<file path="src/rtl/uart_tx_fifo_if.sv">
// Byte-push / serial-line bundle between the DebugUnit and the UART transmitter.
// The DebugUnit side uses "master"; the transmitter uses "slave".
interface uart_tx_fifo_if #(
    parameter int FIFO_AW = 4
);
    logic               writeFlag;
    logic [7:0]         dataToSend;
    logic               uart_tx_start;
    logic               uart_tx;
    logic               uart_tx_done;
    logic               fifoFull;
    logic               fifoEmpty;
    logic [FIFO_AW:0]   fifoCount;
    logic               overflow;

    modport master (
        output writeFlag, dataToSend, uart_tx_start,
        input  uart_tx, uart_tx_done, fifoFull, fifoEmpty, fifoCount, overflow
    );

    modport slave (
        input  writeFlag, dataToSend, uart_tx_start,
        output uart_tx, uart_tx_done, fifoFull, fifoEmpty, fifoCount, overflow
    );
endinterface

</file>
<file path="src/rtl/uart_tx_fifo.sv">
// Buffered 8N1 UART transmitter: a circular byte FIFO feeding a serialiser FSM.
// Frames run back-to-back while data is queued and the active-low start gate is low.
module uart_tx_fifo #(
    parameter int BAUD_DIV = 5208,
    parameter int FIFO_AW  = 4
) (
    input  logic          clock,
    input  logic          reset,
    uart_tx_fifo_if.slave bus
);
    localparam int               DEPTH      = 2 ** FIFO_AW;
    localparam logic [15:0]      BAUD_LAST  = 16'(BAUD_DIV - 1);
    localparam logic [FIFO_AW:0] FULL_COUNT = {1'b1, {FIFO_AW{1'b0}}};
    localparam logic [FIFO_AW:0] COUNT_ONE  = {{FIFO_AW{1'b0}}, 1'b1};
    localparam logic [FIFO_AW-1:0] PTR_ONE  = {{(FIFO_AW-1){1'b0}}, 1'b1};

    typedef enum logic [1:0] {IDLE, START, DATA, STOP} txState_e;

    txState_e           stateReg, stateNext;
    logic [15:0]        baudReg, baudNext;
    logic [2:0]         bitReg, bitNext;
    logic [7:0]         shiftReg, shiftNext;
    logic               txReg, txNext;
    logic               doneReg;
    logic               overflowReg;
    logic [FIFO_AW-1:0] rdPtrReg, wrPtrReg;
    logic [FIFO_AW:0]   countReg, countNext;
    logic               fullReg, emptyReg;
    logic [7:0]         mem [DEPTH];

    logic pop;
    logic wrEn;
    logic canStart;
    logic lastTick;

    assign canStart = !emptyReg && !bus.uart_tx_start;
    assign lastTick = (baudReg == BAUD_LAST);
    // A full FIFO still takes a write when the serialiser frees a slot this cycle.
    assign wrEn     = bus.writeFlag && (!fullReg || pop);

    always_comb begin
        stateNext = stateReg;
        baudNext  = baudReg + 16'd1;
        bitNext   = bitReg;
        shiftNext = shiftReg;
        txNext    = 1'b1;
        pop       = 1'b0;
        unique case (stateReg)
            IDLE: begin
                baudNext = 16'd0;
                if (canStart) begin
                    pop       = 1'b1;
                    shiftNext = mem[rdPtrReg];
                    stateNext = START;
                    txNext    = 1'b0;
                end
            end
            START: begin
                txNext = 1'b0;
                if (lastTick) begin
                    stateNext = DATA;
                    baudNext  = 16'd0;
                    bitNext   = 3'd0;
                    txNext    = shiftReg[0];
                end
            end
            DATA: begin
                txNext = shiftReg[0];
                if (lastTick) begin
                    baudNext = 16'd0;
                    if (bitReg == 3'd7) begin
                        stateNext = STOP;
                        txNext    = 1'b1;
                    end else begin
                        bitNext   = bitReg + 3'd1;
                        shiftNext = shiftReg >> 1;
                        txNext    = shiftReg[1];
                    end
                end
            end
            STOP: begin
                if (lastTick) begin
                    baudNext = 16'd0;
                    if (canStart) begin
                        pop       = 1'b1;
                        shiftNext = mem[rdPtrReg];
                        stateNext = START;
                        txNext    = 1'b0;
                    end else begin
                        stateNext = IDLE;
                    end
                end
            end
            default: stateNext = IDLE;
        endcase
    end

    always_comb begin
        countNext = countReg;
        case ({wrEn, pop})
            2'b10:   countNext = countReg + COUNT_ONE;
            2'b01:   countNext = countReg - COUNT_ONE;
            default: countNext = countReg;
        endcase
    end

    always_ff @(posedge clock or negedge reset) begin
        if (!reset) begin
            stateReg    <= IDLE;
            baudReg     <= 16'd0;
            bitReg      <= 3'd0;
            shiftReg    <= 8'd0;
            txReg       <= 1'b1;
            doneReg     <= 1'b0;
            overflowReg <= 1'b0;
            rdPtrReg    <= '0;
            wrPtrReg    <= '0;
            countReg    <= '0;
            fullReg     <= 1'b0;
            emptyReg    <= 1'b1;
        end else begin
            stateReg    <= stateNext;
            baudReg     <= baudNext;
            bitReg      <= bitNext;
            shiftReg    <= shiftNext;
            txReg       <= txNext;
            // Registered so the pulse lands exactly on the last stop-bit cycle.
            doneReg     <= (stateNext == STOP) && (baudNext == BAUD_LAST);
            overflowReg <= bus.writeFlag && !wrEn;
            countReg    <= countNext;
            fullReg     <= (countNext == FULL_COUNT);
            emptyReg    <= (countNext == '0);
            if (wrEn) wrPtrReg <= wrPtrReg + PTR_ONE;
            if (pop)  rdPtrReg <= rdPtrReg + PTR_ONE;
        end
    end

    always_ff @(posedge clock) begin
        if (wrEn) mem[wrPtrReg] <= bus.dataToSend;
    end

    assign bus.uart_tx      = txReg;
    assign bus.uart_tx_done = doneReg;
    assign bus.fifoFull     = fullReg;
    assign bus.fifoEmpty    = emptyReg;
    assign bus.fifoCount    = countReg;
    assign bus.overflow     = overflowReg;
endmodule

</file>
<file path="src/flat_wrapper.sv">
// flat-port wrapper written by rule: the top's interface ports become plain ports
module uart_tx_fifo_flat 
#(
    parameter int BAUD_DIV = 5208,
    parameter int FIFO_AW  = 4
)
  (clock, reset, bus_writeFlag, bus_dataToSend, bus_uart_tx_start, bus_uart_tx, bus_uart_tx_done, bus_fifoFull, bus_fifoEmpty, bus_fifoCount, bus_overflow);
  uart_tx_fifo_if #(.FIFO_AW(FIFO_AW)) bus_i ();
  input  logic clock;
  input  logic reset;
  input wire logic [$bits(bus_i.writeFlag)-1:0] bus_writeFlag;
  input wire logic [$bits(bus_i.dataToSend)-1:0] bus_dataToSend;
  input wire logic [$bits(bus_i.uart_tx_start)-1:0] bus_uart_tx_start;
  output wire logic [$bits(bus_i.uart_tx)-1:0] bus_uart_tx;
  output wire logic [$bits(bus_i.uart_tx_done)-1:0] bus_uart_tx_done;
  output wire logic [$bits(bus_i.fifoFull)-1:0] bus_fifoFull;
  output wire logic [$bits(bus_i.fifoEmpty)-1:0] bus_fifoEmpty;
  output wire logic [$bits(bus_i.fifoCount)-1:0] bus_fifoCount;
  output wire logic [$bits(bus_i.overflow)-1:0] bus_overflow;
  assign bus_i.writeFlag = bus_writeFlag;
  assign bus_i.dataToSend = bus_dataToSend;
  assign bus_i.uart_tx_start = bus_uart_tx_start;
  assign bus_uart_tx = bus_i.uart_tx;
  assign bus_uart_tx_done = bus_i.uart_tx_done;
  assign bus_fifoFull = bus_i.fifoFull;
  assign bus_fifoEmpty = bus_i.fifoEmpty;
  assign bus_fifoCount = bus_i.fifoCount;
  assign bus_overflow = bus_i.overflow;
  uart_tx_fifo #(.BAUD_DIV(BAUD_DIV), .FIFO_AW(FIFO_AW)) u_core (.clock(clock), .reset(reset), .bus(bus_i));
endmodule
</file>
<file path="config.mk">
export PLATFORM = sky130hd
export DESIGN_NAME = uart_tx_fifo_flat
export DESIGN_NICKNAME = d
export VERILOG_FILES = /design/src/rtl/uart_tx_fifo_if.sv /design/src/rtl/uart_tx_fifo.sv /design/src/flat_wrapper.sv
export SDC_FILE = /design/constraint.sdc
export NUM_CORES = 1
export LEC_CHECK = 0
export BUFFER_PORTS_ARGS = -buffer_cell sky130_fd_sc_hd__buf_2
export CAP_MARGIN = 20
export CORE_MARGIN = 2
export CORE_UTILIZATION = 35
export CTS_CLUSTER_DIAMETER = 50
export DETAILED_ROUTE_END_ITERATION = 7
export HOLD_SLACK_MARGIN = 0.03
export PLACE_DENSITY = 0.55
export REMOVE_ABC_BUFFERS = 1
export SYNTH_ARGS = -nofsm -noshare
export SYNTH_HDL_FRONTEND = slang
export SYNTH_SLANG_ARGS = --single-unit
</file>
<file path="constraint.sdc">
create_clock -name clock -period 4.5 [get_ports clock]
set_clock_uncertainty 0.05 [all_clocks]
set_input_delay 0 -clock clock [delete_from_list [all_inputs] [get_ports clock]]
set_output_delay 0 -clock clock [all_outputs]
set_load 0.02 [all_outputs]
</file>
==> results by group <==
Cells and area
  – Layout Cells excl Fill: 807
  – Design Area, Final: 0.00869 mm²
  – Finished Core Util: 41.1%
  – Fillers: 1905
  – Nets: 549
  – Multi-input gate area: 0.00237 mm²
  – P&R area growth vs syn: 14.8%
  – Fraction of final layout cells sized beyond drive strength 1: 21.6%
  – Diodes inserted: 0
  – Sequential Area: 0.00502 mm²

STA
  – RSZ-0062 raised after global routing: false
  – Final hold viol count: 0
  – Slack of the critical path: 359 ps
  – Setup tns final: 0 ps
  – Final setup violation count: 0
  – Relative slew slack: 32.0%
  – Period minus WS final: 4140 ps
  – Slew @ Worst Pin: 1020 ps
  – Tcrit/Tclk final: 92.0%
  – Max-slew violation count: 0
  – Fmax: 241 MHz

Floorplan
  – Num ports: 22
  – Core area: 0.0212 mm²
  – Die W: 151 µm
  – Initial Util: 35.8%
  – Site Rows: 53
  – DIE AREA: 0.0228 mm²
  – Die Span Y: 151 µm

Power
  – Leakage: 3.05 nW
  – Int Power: 2.92 mW
  – Power Density: 454 mW/mm²
  – VDD IR-drop max: 0.215 mV
  – Sw Pwr: 1.03 mW
  – Logic pwr share: 11.2%
  – Sequential fraction of design power: 50.4%
  – Switching Share: 26.1%
  – Clock Power Share: 38.4%

Yosys
  – Async SR Flop Fraction: 26.9%
  – Leading area contributor after synthesis: edfxtp_1
  – Register bit total from synthesis: 175
  – Top cell type's share of synthesized area: 50.8%
  – Post-synth top flop: edfxtp_1
  – Post-synth cell types: 54
  – Post-synth EDFFs: 128
  – Mean Syn Cell Area: 15.6 µm²
  – Top cells by area, synth: edfxtp_1 (51%), dfrtp_1 (15%), mux4_2 (9.5%)
  – Yosys warning count: 0
  – Synthesized instance count: 484
  – Synthesized area: 0.00757 mm²
  – Seq/Total Area, Yosys: 66.4%

Run status
  – Status: complete, no violations

Routing
  – DR WL/cell: 17.8 µm
  – 1st-pass router iterations: 4
  – Drt initial violations: 231
  – Via count: 4111
  – Drt total wl: 14400 µm
  – Detail Route Antenna Nets: 0
  – DRC: 0
  – Via density: 5.09

Placed design
  – HPWL Detailed: 9360 µm
  – Routability cong.: 0.802
  – Worst slack at placement: 251 ps
  – PortBufs: 21
  – Post-DP Area: 0.00793 mm²
  – Number of placed instances, taps included: 762

Critical path
  – Crit. Startpoint: u_core.stateReg[0]
  – Worst R2R Path Depth: 14
  – Arr. time, crit path: 4450 ps
  – RR Startpoint: u_core.stateReg[0]
  – CP required: 4810 ps
  – Crit-path max FO: 9
  – Critical path type: reg2reg
  – Critical path launch point type: flip-flop
  – FF-to-FF End: u_core.bus.fifoFull
  – Crit. End Element: flip-flop
  – Worst Setup EP: u_core.bus.fifoFull
  – Reg2Reg Setup Slack: 360 ps

Clock tree
  – Worst-case clock buffer depth: 2
  – Clk Latency, worst-skew pair: 430 ps
  – Clock root buffer master: clkbuf_16
  – Clock buffer count from CTS: 17
  – Htree depth: 4
  – Clock transition at path regs: 70 ps
  – CTS tree: yes
  – Post CTS Setup Buffer Count: 0
  – Clk sinks: 175

Global routing
  – Vias in the first global route: 4237
  – GR Overflow Total: 0
  – First-pass GRT wire length: 23000 µm
  – Initial antenna violation count: 0
  – Gr usage total: 13.6%
  – Largest net degree at the start of global routing: 48

Min path
  – Worst hold path class: in2reg

Run
  – Max-Cap Viols: 0
cell type report:
type | instances | area share, %
clock buffer | 17 | 4.90
clock inverter | 15 | 2.20
inverter | 12 | 0.519
multi-input combinational | 273 | 27.2
sequential | 175 | 57.8
tap | 275 | 3.96
timing repair buffer | 40 | 3.34
logic make-up after synthesis:
logic type	count (synthesis)	synth area share (%)
xor+xnor	28	3.24
buf+inv	36	2.38
simple gates	120	8.05
flops	175	66.4
compound gates	62	5.57
fa+ha+maj	18	3.08
mux	45	11.3
metal layers:
metal  wire length, µm  up-vias  track usage (%)
li1                  -     1920                -
met1              6620     2120             18.0
met2              7210       56             22.3
met3               387       15             2.92
met4               144        0             4.72
met5                 0        -                0
power by group through the flow:
stage | clock network [mW] | logic (mW) | registers [mW]
after floorplan | 0 | 0.251 | 2.03
after global placement | 0 | 0.427 | 2.02
after detailed placement | 0 | 0.439 | 2.03
after CTS | 1.55 | 0.449 | 1.99
after global routing | 1.61 | 0.494 | 2.01
final | 1.52 | 0.440 | 1.99
how the worst min path moves through the flow:
stage / start / end / slack (ps) / depth (start not counted)
floorplan: reset / u_core.baudReg[0] / -350 / 0
global placement: reset / u_core.baudReg[10] / 190 / 1
detailed placement: reset / u_core.baudReg[10] / 220 / 1
CTS: reset / u_core.baudReg[10] / 290 / 2
global route: bus_writeFlag / u_core.bus.overflow / 360 / 4
finish: bus_writeFlag / u_core.bus.overflow / 350 / 4
critical path: stages (launching register included):
cell	delay (ps)
dfrtp_1	420
ha_1	320
or4bb_1	500
nor4_1	190
o21a_2	250
o21a_1	320
inv_1	80
ha_1	280
ha_1	300
a21o_1	180
a21oi_1	160
xnor2_1	70
mux2i_1	180
or4b_2	630
nor2b_1	130
sequential cells by signal (all words and copies together), names as in the netlist:
register / cells
u_core.mem: 128
u_core.baudReg: 16
u_core.shiftReg: 8
u_core.bus.fifoCount: 5
u_core.rdPtrReg: 4
u_core.wrPtrReg: 4
u_core.bitReg: 3
u_core.stateReg: 2
u_core.bus.fifoEmpty: 1
u_core.bus.fifoFull: 1
u_core.bus.overflow: 1
u_core.bus.uart_tx: 1
u_core.bus.uart_tx_done: 1
synth_stat cells (10+ instances only):
cell and number:
clkbuf_1 11, dfrtp_1 45, nor2_1 46, xnor2_1 20, nand2_1 23, mux4_2 32, inv_1 12, edfxtp_1 128
a21oi_1 15, nor3_1 10, ha_1 17
cell usage in the layout, fill, tap and decap left out, types with 3 or more instances in the layout:
cell type and instances:
a21oi_1 15, buf_4 6, dfrtp_1 43, o21ai_0 9, mux2i_1 9, a21oi_2 3, nor2_1 46, buf_2 21
nor2b_1 4, nor3_1 10, nand4_1 7, a211oi_1 9, ha_1 17, a21o_1 3, nor4_1 3, inv_1 12
mux2_2 4, nand3_1 5, inv_6 5, xor2_1 8, a22o_1 3, o22ai_1 7, xnor2_1 20, nand2b_1 4
mux4_2 32, inv_8 3, or2_2 4, nand2_1 23, dlygate4sd3_1 12, clkbuf_16 17, edfxtp_1 128
per-stage QoR:
stage,power (mW),hold slack (ps)
floorplan,2.28,-346
global placement,2.44,187
detailed placement,2.47,217
CTS,3.99,294
global route,4.11,360
finish,3.94,347
repair_timing:
action,in CTS,in global routing
endpoints found under the setup margin,0,2
endpoints found under the hold margin,177,7
hold buffers,11,1
gates resized for setup,0,1
No activity file was read; power rests on OpenSTA's default activity.
